===== config.mk =====
export PLATFORM = sky130hd
export DESIGN_NAME = muldiv_unit
export DESIGN_NICKNAME = d
export VERILOG_FILES = /design/src/rtl/muldiv_pkg.sv /design/src/rtl/muldiv_unit.sv
export SDC_FILE = /design/constraint.sdc
export NUM_CORES = 1
export LEC_CHECK = 0
export ABC_CLOCK_PERIOD_IN_PS = 4540
export CAP_MARGIN = 30
export CORE_MARGIN = 4
export CORE_UTILIZATION = 60
export CTS_BUF_LIST = sky130_fd_sc_hd__clkbuf_8
export CTS_CLUSTER_SIZE = 10
export DETAILED_ROUTE_END_ITERATION = 16
export PLACE_DENSITY = 0.79
export SKIP_LAST_GASP = 1
export SLEW_MARGIN = 20
export SYNTH_ARGS = -nofsm -noshare
export SYNTH_HDL_FRONTEND = slang
export SYNTH_SLANG_ARGS = --single-unit

===== constraint.sdc =====
create_clock -name clk -period 4.54 [get_ports clk]
set_input_delay 0.908 -clock clk [delete_from_list [all_inputs] [get_ports clk]]
set_output_delay 0.908 -clock clk [all_outputs]
set_load 0.01 [all_outputs]

===== src/rtl/muldiv_pkg.sv =====
// Shared EX-stage definitions: ALU control codes, multiply/divide op codes,
// the muldiv FSM state enum and the default datapath width.
package muldiv_pkg;

    localparam int WORD_SIZE_DEFAULT = 32;

    typedef enum logic [2:0] {
        ALU_ADD = 3'd0,
        ALU_SUB = 3'd1,
        ALU_AND = 3'd2,
        ALU_OR  = 3'd3,
        ALU_SLT = 3'd4,
        ALU_NOR = 3'd5
    } alu_ctrl_e;

    typedef enum logic [1:0] {
        OP_MULT  = 2'b00,
        OP_MULTU = 2'b01,
        OP_DIV   = 2'b10,
        OP_DIVU  = 2'b11
    } muldiv_op_e;

    typedef enum logic [1:0] {
        IDLE = 2'd0,
        CALC = 2'd1,
        FIX  = 2'd2
    } muldiv_state_e;

endpackage


===== src/rtl/muldiv_unit.sv =====
// Iterative 32-cycle multiply/divide unit with HI/LO result registers.
// Works on operand magnitudes and applies sign correction in a final cycle.
//
// state | meaning
// IDLE  | waiting for start; hi/lo hold the last result
// CALC  | one shift-add / shift-subtract step per cycle, count 0..WORD_SIZE-1
// FIX   | sign correction, hi/lo write, done pulse, back to IDLE
module muldiv_unit
    import muldiv_pkg::*;
#(
    parameter int WORD_SIZE = WORD_SIZE_DEFAULT
) (
    input  logic                 clk,
    input  logic                 rst,
    input  logic                 start,
    input  logic [1:0]           op,
    input  logic [WORD_SIZE-1:0] a,
    input  logic [WORD_SIZE-1:0] b,
    output logic                 busy,
    output logic                 done,
    output logic [WORD_SIZE-1:0] hi,
    output logic [WORD_SIZE-1:0] lo
);

    localparam int CW = $clog2(WORD_SIZE);
    localparam logic [CW-1:0] LAST_COUNT = CW'(WORD_SIZE - 1);

    muldiv_state_e          state_q, state_d;
    muldiv_op_e             op_q, op_d;
    logic [CW-1:0]          count_q, count_d;
    logic [WORD_SIZE-1:0]   a_mag_q, a_mag_d;
    logic [WORD_SIZE-1:0]   b_mag_q, b_mag_d;
    logic [2*WORD_SIZE-1:0] acc_q, acc_d;
    logic                   neg_res_q, neg_res_d;
    logic                   neg_rem_q, neg_rem_d;
    logic [WORD_SIZE-1:0]   hi_q, hi_d;
    logic [WORD_SIZE-1:0]   lo_q, lo_d;
    logic                   done_q, done_d;

    function automatic logic [2*WORD_SIZE-1:0] neg_dword(input logic                   neg,
                                                        input logic [2*WORD_SIZE-1:0] v);
        return neg ? (~v + (2*WORD_SIZE)'(1)) : v;
    endfunction

    function automatic logic [WORD_SIZE-1:0] neg_word(input logic                 neg,
                                                     input logic [WORD_SIZE-1:0] v);
        return neg ? (~v + WORD_SIZE'(1)) : v;
    endfunction

    muldiv_op_e           op_in;
    logic                 in_signed;
    logic                 in_div;
    logic                 sign_a;
    logic                 sign_b;
    logic [WORD_SIZE-1:0] a_abs;
    logic [WORD_SIZE-1:0] b_abs;

    assign op_in     = muldiv_op_e'(op);
    assign in_signed = (op_in == OP_MULT) || (op_in == OP_DIV);
    assign in_div    = (op_in == OP_DIV) || (op_in == OP_DIVU);
    assign sign_a    = in_signed & a[WORD_SIZE-1];
    assign sign_b    = in_signed & b[WORD_SIZE-1];
    // 0x80000000 negates to itself, which is its correct unsigned magnitude
    assign a_abs     = neg_word(sign_a, a);
    assign b_abs     = neg_word(sign_b, b);

    logic [WORD_SIZE:0]     mul_sum;
    logic [2*WORD_SIZE-1:0] acc_mul;
    logic [WORD_SIZE:0]     div_trial;
    logic                   div_fits;
    logic [WORD_SIZE-1:0]   div_rem;
    logic [2*WORD_SIZE-1:0] acc_div;

    assign mul_sum   = {1'b0, acc_q[2*WORD_SIZE-1:WORD_SIZE]}
                     + (acc_q[0] ? {1'b0, a_mag_q} : {(WORD_SIZE+1){1'b0}});
    assign acc_mul   = {mul_sum, acc_q[WORD_SIZE-1:1]};

    // Partial remainder shifted left with the next dividend bit; it can reach WORD_SIZE+1 bits.
    assign div_trial = acc_q[2*WORD_SIZE-1:WORD_SIZE-1];
    assign div_fits  = div_trial >= {1'b0, b_mag_q};
    assign div_rem   = div_fits ? (div_trial[WORD_SIZE-1:0] - b_mag_q) : div_trial[WORD_SIZE-1:0];
    assign acc_div   = {div_rem, acc_q[WORD_SIZE-2:0], div_fits};

    logic                   is_div_q;
    logic [2*WORD_SIZE-1:0] prod_fixed;
    logic [WORD_SIZE-1:0]   quo_fixed;
    logic [WORD_SIZE-1:0]   rem_fixed;

    assign is_div_q   = (op_q == OP_DIV) || (op_q == OP_DIVU);
    assign prod_fixed = neg_dword(neg_res_q, acc_q);
    assign quo_fixed  = neg_word(neg_res_q, acc_q[WORD_SIZE-1:0]);
    assign rem_fixed  = neg_word(neg_rem_q, acc_q[2*WORD_SIZE-1:WORD_SIZE]);

    always_comb begin
        state_d   = state_q;
        op_d      = op_q;
        count_d   = count_q;
        a_mag_d   = a_mag_q;
        b_mag_d   = b_mag_q;
        acc_d     = acc_q;
        neg_res_d = neg_res_q;
        neg_rem_d = neg_rem_q;
        hi_d      = hi_q;
        lo_d      = lo_q;
        done_d    = 1'b0;

        case (state_q)
            IDLE: begin
                if (start) begin
                    op_d      = op_in;
                    a_mag_d   = a_abs;
                    b_mag_d   = b_abs;
                    neg_res_d = sign_a ^ sign_b;
                    neg_rem_d = sign_a;
                    acc_d     = {{WORD_SIZE{1'b0}}, (in_div ? a_abs : b_abs)};
                    count_d   = '0;
                    state_d   = CALC;
                end
            end
            CALC: begin
                acc_d   = is_div_q ? acc_div : acc_mul;
                count_d = count_q + CW'(1);
                if (count_q == LAST_COUNT) begin
                    state_d = FIX;
                end
            end
            FIX: begin
                if (!is_div_q) begin
                    hi_d = prod_fixed[2*WORD_SIZE-1:WORD_SIZE];
                    lo_d = prod_fixed[WORD_SIZE-1:0];
                end else begin
                    // Divide by zero: remainder path already yields the dividend
                    hi_d = rem_fixed;
                    lo_d = (b_mag_q == '0) ? {WORD_SIZE{1'b1}} : quo_fixed;
                end
                done_d  = 1'b1;
                state_d = IDLE;
            end
            default: begin
                state_d = IDLE;
            end
        endcase
    end

    always_ff @(posedge clk) begin
        if (rst) begin
            state_q   <= IDLE;
            op_q      <= OP_MULT;
            count_q   <= '0;
            a_mag_q   <= '0;
            b_mag_q   <= '0;
            acc_q     <= '0;
            neg_res_q <= 1'b0;
            neg_rem_q <= 1'b0;
            hi_q      <= '0;
            lo_q      <= '0;
            done_q    <= 1'b0;
        end else begin
            state_q   <= state_d;
            op_q      <= op_d;
            count_q   <= count_d;
            a_mag_q   <= a_mag_d;
            b_mag_q   <= b_mag_d;
            acc_q     <= acc_d;
            neg_res_q <= neg_res_d;
            neg_rem_q <= neg_rem_d;
            hi_q      <= hi_d;
            lo_q      <= lo_d;
            done_q    <= done_d;
        end
    end

    assign busy = (state_q != IDLE);
    assign done = done_q;
    assign hi   = hi_q;
    assign lo   = lo_q;

endmodule


# Word level (Yosys, flattened, before mapping)
# Cells that the tools add are included.
# word_totals
ff_bits,204
inputBits,69
word_cells,68
# op_classes
add_sub_neg,8
n_lt_le_gt_ge,1
eq_ne,9
mux,20
bitwise_logic,8
n_reduce_logical,11
# op_table
op,n
32-bit 2-to-1 mux,10
64-bit 2-to-1 mux,3
"32-bit by 1-bit adder with 32-bit output, second input constant",4
32-bit inverter,4
64-bit case mux with 2 select lines,1
"64-bit by 1-bit adder with 64-bit output, second input constant",1
64-bit inverter,1
32-bit by 32-bit adder with 33-bit output,1
33-bit by 32-bit >= comparator with 1-bit output,1
32-bit logical NOT,1
32-bit subtractor,1
"2-bit equality test, second input constant",5
5-bit case mux with 2 select lines,1
2-bit AND reduction,3
"5-bit by 1-bit adder with 5-bit output, second input constant",1
"5-bit equality test, second input constant",1
5-bit 2-to-1 mux,1
2-bit logical NOT,2
2-bit 2-to-1 mux,2
"2-bit != test, second input constant",2
2-bit case mux with 2 select lines,1
2-bit nonzero test,2
1-bit logical OR,3
1-bit bitwise AND,2
3 further kinds,3

# Longest topological paths before layout
# depth
word_depth,7
ltp_mapped,14
depth_no_buf,13

# Worst setup path before layout
# OpenSTA, ideal clock, no wires.
# synth_path
path_type,in2reg
startpoint,input port b[0]
endpoint,register acc_q[25]
setup_ns,0.122
t_arrival_ns,3.238
required_ns,4.418
path_slack_ns,1.180
path_stages,8
n_path_buf,0
path_cell_list,or2_2 or4_1 nor4_1 nand3_1 o31ai_1 xor2_1 mux2i_1 a221o_1
# synth_between
elab_chain_cells,6
# synth_rtl
item,line_no,text
start: declaration,muldiv_unit.sv:18,"input logic [WORD_SIZE-1:0] b,"
32-bit inverter,muldiv_unit.sv:47,return neg ? (~v + WORD_SIZE'(1)) : v;
32-bit by 1-bit adder with 32-bit output,muldiv_unit.sv:47,
32-bit 2-to-1 mux,muldiv_unit.sv:47,
32-bit 2-to-1 mux,muldiv_unit.sv:115,"acc_d = {{WORD_SIZE{1'b0}}, (in_div ? a_abs : b_abs)};"
64-bit 2-to-1 mux,muldiv_unit.sv:109,if (start) begin
64-bit case mux with 2 select lines,muldiv_unit.sv:107,case (state_q)
end signal: assignment,muldiv_unit.sv:152,acc_q <= '0;
end signal: assignment,muldiv_unit.sv:164,acc_q <= acc_d;
end: declaration,muldiv_unit.sv:33,"logic [2*WORD_SIZE-1:0] acc_q, acc_d;"
# Every way passes these cells. The select of a mux whose other input is x is not followed.
# A chain may end at the register's enable or synchronous reset.

# Worst setup path in the final report
# layout_path
startpoint,register acc_q[33]
endpoint,register acc_q[50]
# layout_between
elab_chain_cells,4
word_cells_on_any_way,6
classes_between,2 x add/sub; 1 x order compare; 3 x mux
# layout_rtl
item,line_no,text
32-bit subtractor / 33-bit by 32-bit >= comparator with 1-bit output (equally long branches),"muldiv_unit.sv:81, muldiv_unit.sv:80",
32-bit 2-to-1 mux,muldiv_unit.sv:81,assign div_rem = div_fits ? (div_trial[WORD_SIZE-1:0] - b_mag_q) : div_trial[WORD_SIZE-1:0];
64-bit 2-to-1 mux (*),muldiv_unit.sv:121,acc_d = is_div_q ? acc_div : acc_mul;
64-bit case mux with 2 select lines (*),muldiv_unit.sv:107,
# Every way passes the cells marked *; elsewhere a longest branch is shown, timed or not.

==> flow_summary.html <==
<table>
<tr><th>Metric</th><th>Value</th></tr>
<tr><th colspan="2">Global route</th></tr>
<tr><td>GRT Residual Overflow</td><td>0</td></tr>
<tr><td>First-pass GRT wire length</td><td>78.5 mm</td></tr>
<tr><td>Total global-route track usage</td><td>0.364</td></tr>
<tr><td>Largest net degree at the start of global routing</td><td>101</td></tr>
<tr><td>Number of antenna violations at the first check in global routing</td><td>0</td></tr>
<tr><td>Via count of the first global-routing pass</td><td>14300</td></tr>
<tr><th colspan="2">Finish</th></tr>
<tr><td>Synthesis-to-finish area growth</td><td>16.7%</td></tr>
<tr><td>Finished Layout Cells</td><td>roughly 2400</td></tr>
<tr><td>Final layout net count</td><td>approximately 2200</td></tr>
<tr><td>Proportion of layout cells with a drive suffix above 1</td><td>0.0668</td></tr>
<tr><td>Count of inserted antenna diode cells</td><td>0</td></tr>
<tr><td>Number of filler instances in the final layout</td><td>2075</td></tr>
<tr><th colspan="2">Critical path</th></tr>
<tr><td>Critical path, cell by cell</td><td>ha_1 -&gt; o21a_1 -&gt; o31a_1 -&gt; o311ai_0 -&gt; a31oi_1 -&gt; a41oi_1 -&gt; o21a_1 -&gt; buf_12 -&gt; o21ai_0 -&gt; a221o_1</td></tr>
<tr><td>Required time of the critical path</td><td>4.96 ns</td></tr>
<tr><td>Master of the slowest instance on the critical path</td><td>dfxtp_1</td></tr>
<tr><td>Maximum fanout along the worst path</td><td>31</td></tr>
<tr><td>Worst Path Arrival</td><td>4.09 ns</td></tr>
<tr><td>Category of cells accounting for the largest share of critical-path delay</td><td>compound AO/OA/AOI/OAI gates</td></tr>
<tr><td>Kind of critical path</td><td>reg -&gt; reg</td></tr>
<tr><td>Largest stage delay on the critical path</td><td>0.51 ns</td></tr>
<tr><td>Buffering stage count on the worst path with inverters included</td><td>1</td></tr>
<tr><td>Worst Setup Start Kind</td><td>flop</td></tr>
<tr><td>Most used cell along the critical path</td><td>o21a_1</td></tr>
<tr><td>Category of the worst setup path capture point</td><td>flop</td></tr>
<tr><th colspan="2">Synth</th></tr>
<tr><td>Share of synthesized cell area in and, or, nand and nor gates</td><td>0.201</td></tr>
<tr><td>Portion of netlist area occupied by mux cells</td><td>0.0385</td></tr>
<tr><td>Post-synthesis average cell area</td><td>slightly below 8 µm²</td></tr>
<tr><td>Combinational family with the most area after synthesis</td><td>compound AO/OA/AOI/OAI gates</td></tr>
<tr><td>Synthesized flop and latch total</td><td>203</td></tr>
<tr><td>Post-synthesis sequential area ratio</td><td>0.276</td></tr>
<tr><td>Share of synthesized registers carrying an async set or reset</td><td>0</td></tr>
<tr><td>Number of instances in the synthesized netlist</td><td>1912</td></tr>
<tr><td>Netlist cell types</td><td>71</td></tr>
<tr><td>Dominant cells by area after synthesis</td><td>dfxtp_1 (28%), a211oi_1 (6.7%), ha_1 (5.9%), nor2_1 (5.4%), a21oi_1 (5.3%)</td></tr>
<tr><td>Area share of the largest cell type after synthesis</td><td>0.276</td></tr>
<tr><td>Cell taking the most area after synthesis</td><td>dfxtp_1</td></tr>
<tr><td>Fraction of synthesized cell area in xor and xnor cells</td><td>0.0975</td></tr>
<tr><td>Post-Synthesis Cell Area</td><td>14700 µm²</td></tr>
<tr><td>Adder-cell area share of the yosys netlist</td><td>0.0622</td></tr>
<tr><td>Synth Area in Compound Gates</td><td>0.275</td></tr>
<tr><td>Total number of yosys warnings</td><td>0</td></tr>
<tr><td>Post-synth EDFFs</td><td>0</td></tr>
<tr><td>Post-synthesis net count</td><td>2053</td></tr>
<tr><td>Main flop type after synthesis</td><td>dfxtp_1</td></tr>
<tr><th colspan="2">Floorplan</th></tr>
<tr><td>Die area</td><td>27100 µm²</td></tr>
<tr><td>Initial core utilization</td><td>0.608</td></tr>
<tr><td>Die Span Y</td><td>about 160 µm</td></tr>
<tr><td>Core region area</td><td>24200 µm²</td></tr>
<tr><td>I/O Pins</td><td>approximately 140</td></tr>
<tr><td>Placement row count</td><td>57</td></tr>
<tr><td>Die width</td><td>165 µm</td></tr>
<tr><th colspan="2">Clock tree</th></tr>
<tr><td>Post-cts hold buffer count</td><td>0</td></tr>
<tr><td>Clock root buffer</td><td>clkbuf_8</td></tr>
<tr><td>TritonCTS clock tree</td><td>yes</td></tr>
<tr><td>Clock latency at the later pin of the worst-skew pair</td><td>~0.56 ns</td></tr>
<tr><td>Number of buffers created by CTS</td><td>37</td></tr>
<tr><td>Post-CTS clock slew at the launch and capture registers of the worst setup and hold paths</td><td>0.06 ns</td></tr>
<tr><td>Number of H-tree levels</td><td>2</td></tr>
<tr><td>Resize count post-CTS</td><td>0</td></tr>
<tr><td>Buffer depth of the longest clock path</td><td>3</td></tr>
<tr><td>Buffer count from post-CTS setup fixing</td><td>0</td></tr>
<tr><td>Sink Count</td><td>203</td></tr>
<tr><th colspan="2">Detailed routing</th></tr>
<tr><td>Residual DRC</td><td>0</td></tr>
<tr><td>Number of vias in the routed layout</td><td>15100</td></tr>
<tr><td>WL/cell</td><td>21.2 µm</td></tr>
<tr><td>Vias per inst</td><td>around 6.4</td></tr>
<tr><td>Length of the first detailed-routing pass in iterations</td><td>8</td></tr>
<tr><td>Number of nets with antenna violations after routing</td><td>0</td></tr>
<tr><td>Wire length reported by the detailed router</td><td>49.9 mm</td></tr>
<tr><td>First-iteration detailed-routing DRC count</td><td>1722</td></tr>
<tr><th colspan="2">Timing</th></tr>
<tr><td>Highest achievable clock rate</td><td>~270 MHz</td></tr>
<tr><td>Transition time at the pin with the least slew margin</td><td>0.894 ns</td></tr>
<tr><td>Final Hold Fails</td><td>0</td></tr>
<tr><td>Layout Skew</td><td>slightly below 0.03 ns</td></tr>
<tr><td>Unrepaired setup endpoints after global routing</td><td>no</td></tr>
<tr><td>Max-slew violation total from the final report</td><td>0</td></tr>
<tr><td>Setup Viol. Count Final</td><td>0</td></tr>
<tr><td>Crit path time final</td><td>3.67 ns</td></tr>
<tr><td>Final cycle utilization of the critical path</td><td>0.808</td></tr>
<tr><td>Hold Worst Slack</td><td>0.448 ns</td></tr>
<tr><td>Worst rel slew slack</td><td>0.404</td></tr>
<tr><td>Summed negative setup slack over all endpoints</td><td>0 ns</td></tr>
<tr><th colspan="2">Power</th></tr>
<tr><td>Leakage power</td><td>between 6 and 7 nW</td></tr>
<tr><td>Sum of internal, switching and leakage power</td><td>5.14 mW</td></tr>
<tr><td>Peak ir drop on the vdd network</td><td>0.000215 V</td></tr>
<tr><td>Pwr dens</td><td>299 nW/µm²</td></tr>
<tr><th colspan="2">Placed design</th></tr>
<tr><td>DP HPWL</td><td>~38 mm</td></tr>
<tr><td>Weighted congestion reported at the end of routability-driven placement</td><td>1.02</td></tr>
<tr><td>Port bufs</td><td>between 100 and 150</td></tr>
<tr><td>Placed Instances</td><td>2292</td></tr>
<tr><th colspan="2">Run status</th></tr>
<tr><td>Status</td><td>completed</td></tr>
<tr><th colspan="2">Flow run</th></tr>
<tr><td>Number of max-cap violations</td><td>0</td></tr>
<tr><th colspan="2">Worst hold path</th></tr>
<tr><td>Class of the most critical hold timing path</td><td>reg -&gt; reg</td></tr>
</table>
## kinds of logic after synthesis
kind of cell | Yosys count
compound gates | 608
xor+xnor | 164
fa+ha+maj | 72
buf+inv | 190
flops | 203
mux | 56
simple gates | 619
## flip-flops by register name, indices dropped and copies added, names as in the netlist, 2 cells and up
signal and flops:
hi 32, b_mag_q 32, count_q 5, state_q 2, a_mag_q 32, lo 32
acc_q 64
## Yosys cell counts (19+ instances only)
cell      number
ha_1          70
nand2_1      153
a21o_1        34
nor3_1        31
clkbuf_1     103
nor2_1       212
nor4_1        23
inv_1         64
xor2_1        88
a211oi_1     132
a31oi_1       19
a21oi_1      156
buf_1         19
and2_1        47
nand3_1       31
dfxtp_1      203
nand2b_1      22
o21ai_0      102
o31ai_1       22
mux2i_1       50
xnor2_1       76
## area by class of cell
type / count / area, µm² / share of cell area
multi-input cells: 1519 / 9960 / 0.579
flip-flops and latches: 203 / 4070 / 0.236
repair buffers: 185 / 1750 / 0.102
clock buffers: 43 / 592 / 0.0344
well taps: 324 / 405 / 0.0236
inverters: 64 / 240 / 0.0140
clock inverters: 23 / 174 / 0.0101
## worst register-to-register path, cell delays in order, from the launching register on
cell	delay [ns]
dfxtp_1	0.51
ha_1	0.36
o21a_1	0.21
o31a_1	0.16
o311ai_0	0.50
a31oi_1	0.31
a41oi_1	0.45
o21a_1	0.41
buf_12	0.25
o21ai_0	0.11
a221o_1	0.29
## path summary, 6_finish.rpt
| path | from | end | slack, ns | depth (start not counted) |
|---|---|---|---|---|
| max | acc_q[33] | acc_q[50] | 0.87 | 10 |
| min | hi[19] | hi[19] | 0.45 | 2 |
| max reg2reg | acc_q[33] | acc_q[50] | 0.87 | 10 |
| min reg2reg | hi[19] | hi[19] | 0.45 | 2 |
## metal layers
| metal | up-vias | global-route usage | wire [µm] |
|---|---|---|---|
| met5 | - | 0 | 0 |
| met4 | 0 | 0.170 | 2470 |
| met3 | 171 | 0.0714 | 4890 |
| met2 | 797 | 0.565 | 21700 |
| met1 | 7011 | 0.490 | 20900 |
| li1 | 7165 | - | - |
## report_power, final
group / internal [mW] / leakage [nW] / switching, mW
clock network: 0.992 / 0.439 / 0.830
registers: 1.87 / 1.66 / 0.142
logic: 0.504 / 4.74 / 0.794
total: 3.37 / 6.84 / 1.77
## cell usage in the layout, fill, tap and decap left out, types with 48 or more instances in the layout
master / count
a211oi_1: 132
inv_1: 74
xor2_1: 88
buf_4: 48
ha_1: 70
dfxtp_1: 202
xnor2_1: 76
o21ai_0: 101
a21oi_1: 155
nor2_1: 212
nand2_1: 153
mux2i_1: 50
clkdlybuf4s50_1: 133
## through the flow
stage | setup WS [ns] | instance area [µm²] | util
CTS | 0.798 | 17100 | 0.707
global placement | 0.761 | 16400 | 0.676
floorplan | 1.18 | 14700 | -
global route | 0.568 | 17200 | 0.709
finish | 0.870 | 17200 | 0.709
detailed placement | 0.695 | 16400 | 0.676
(Power assumes the default switching activity.)
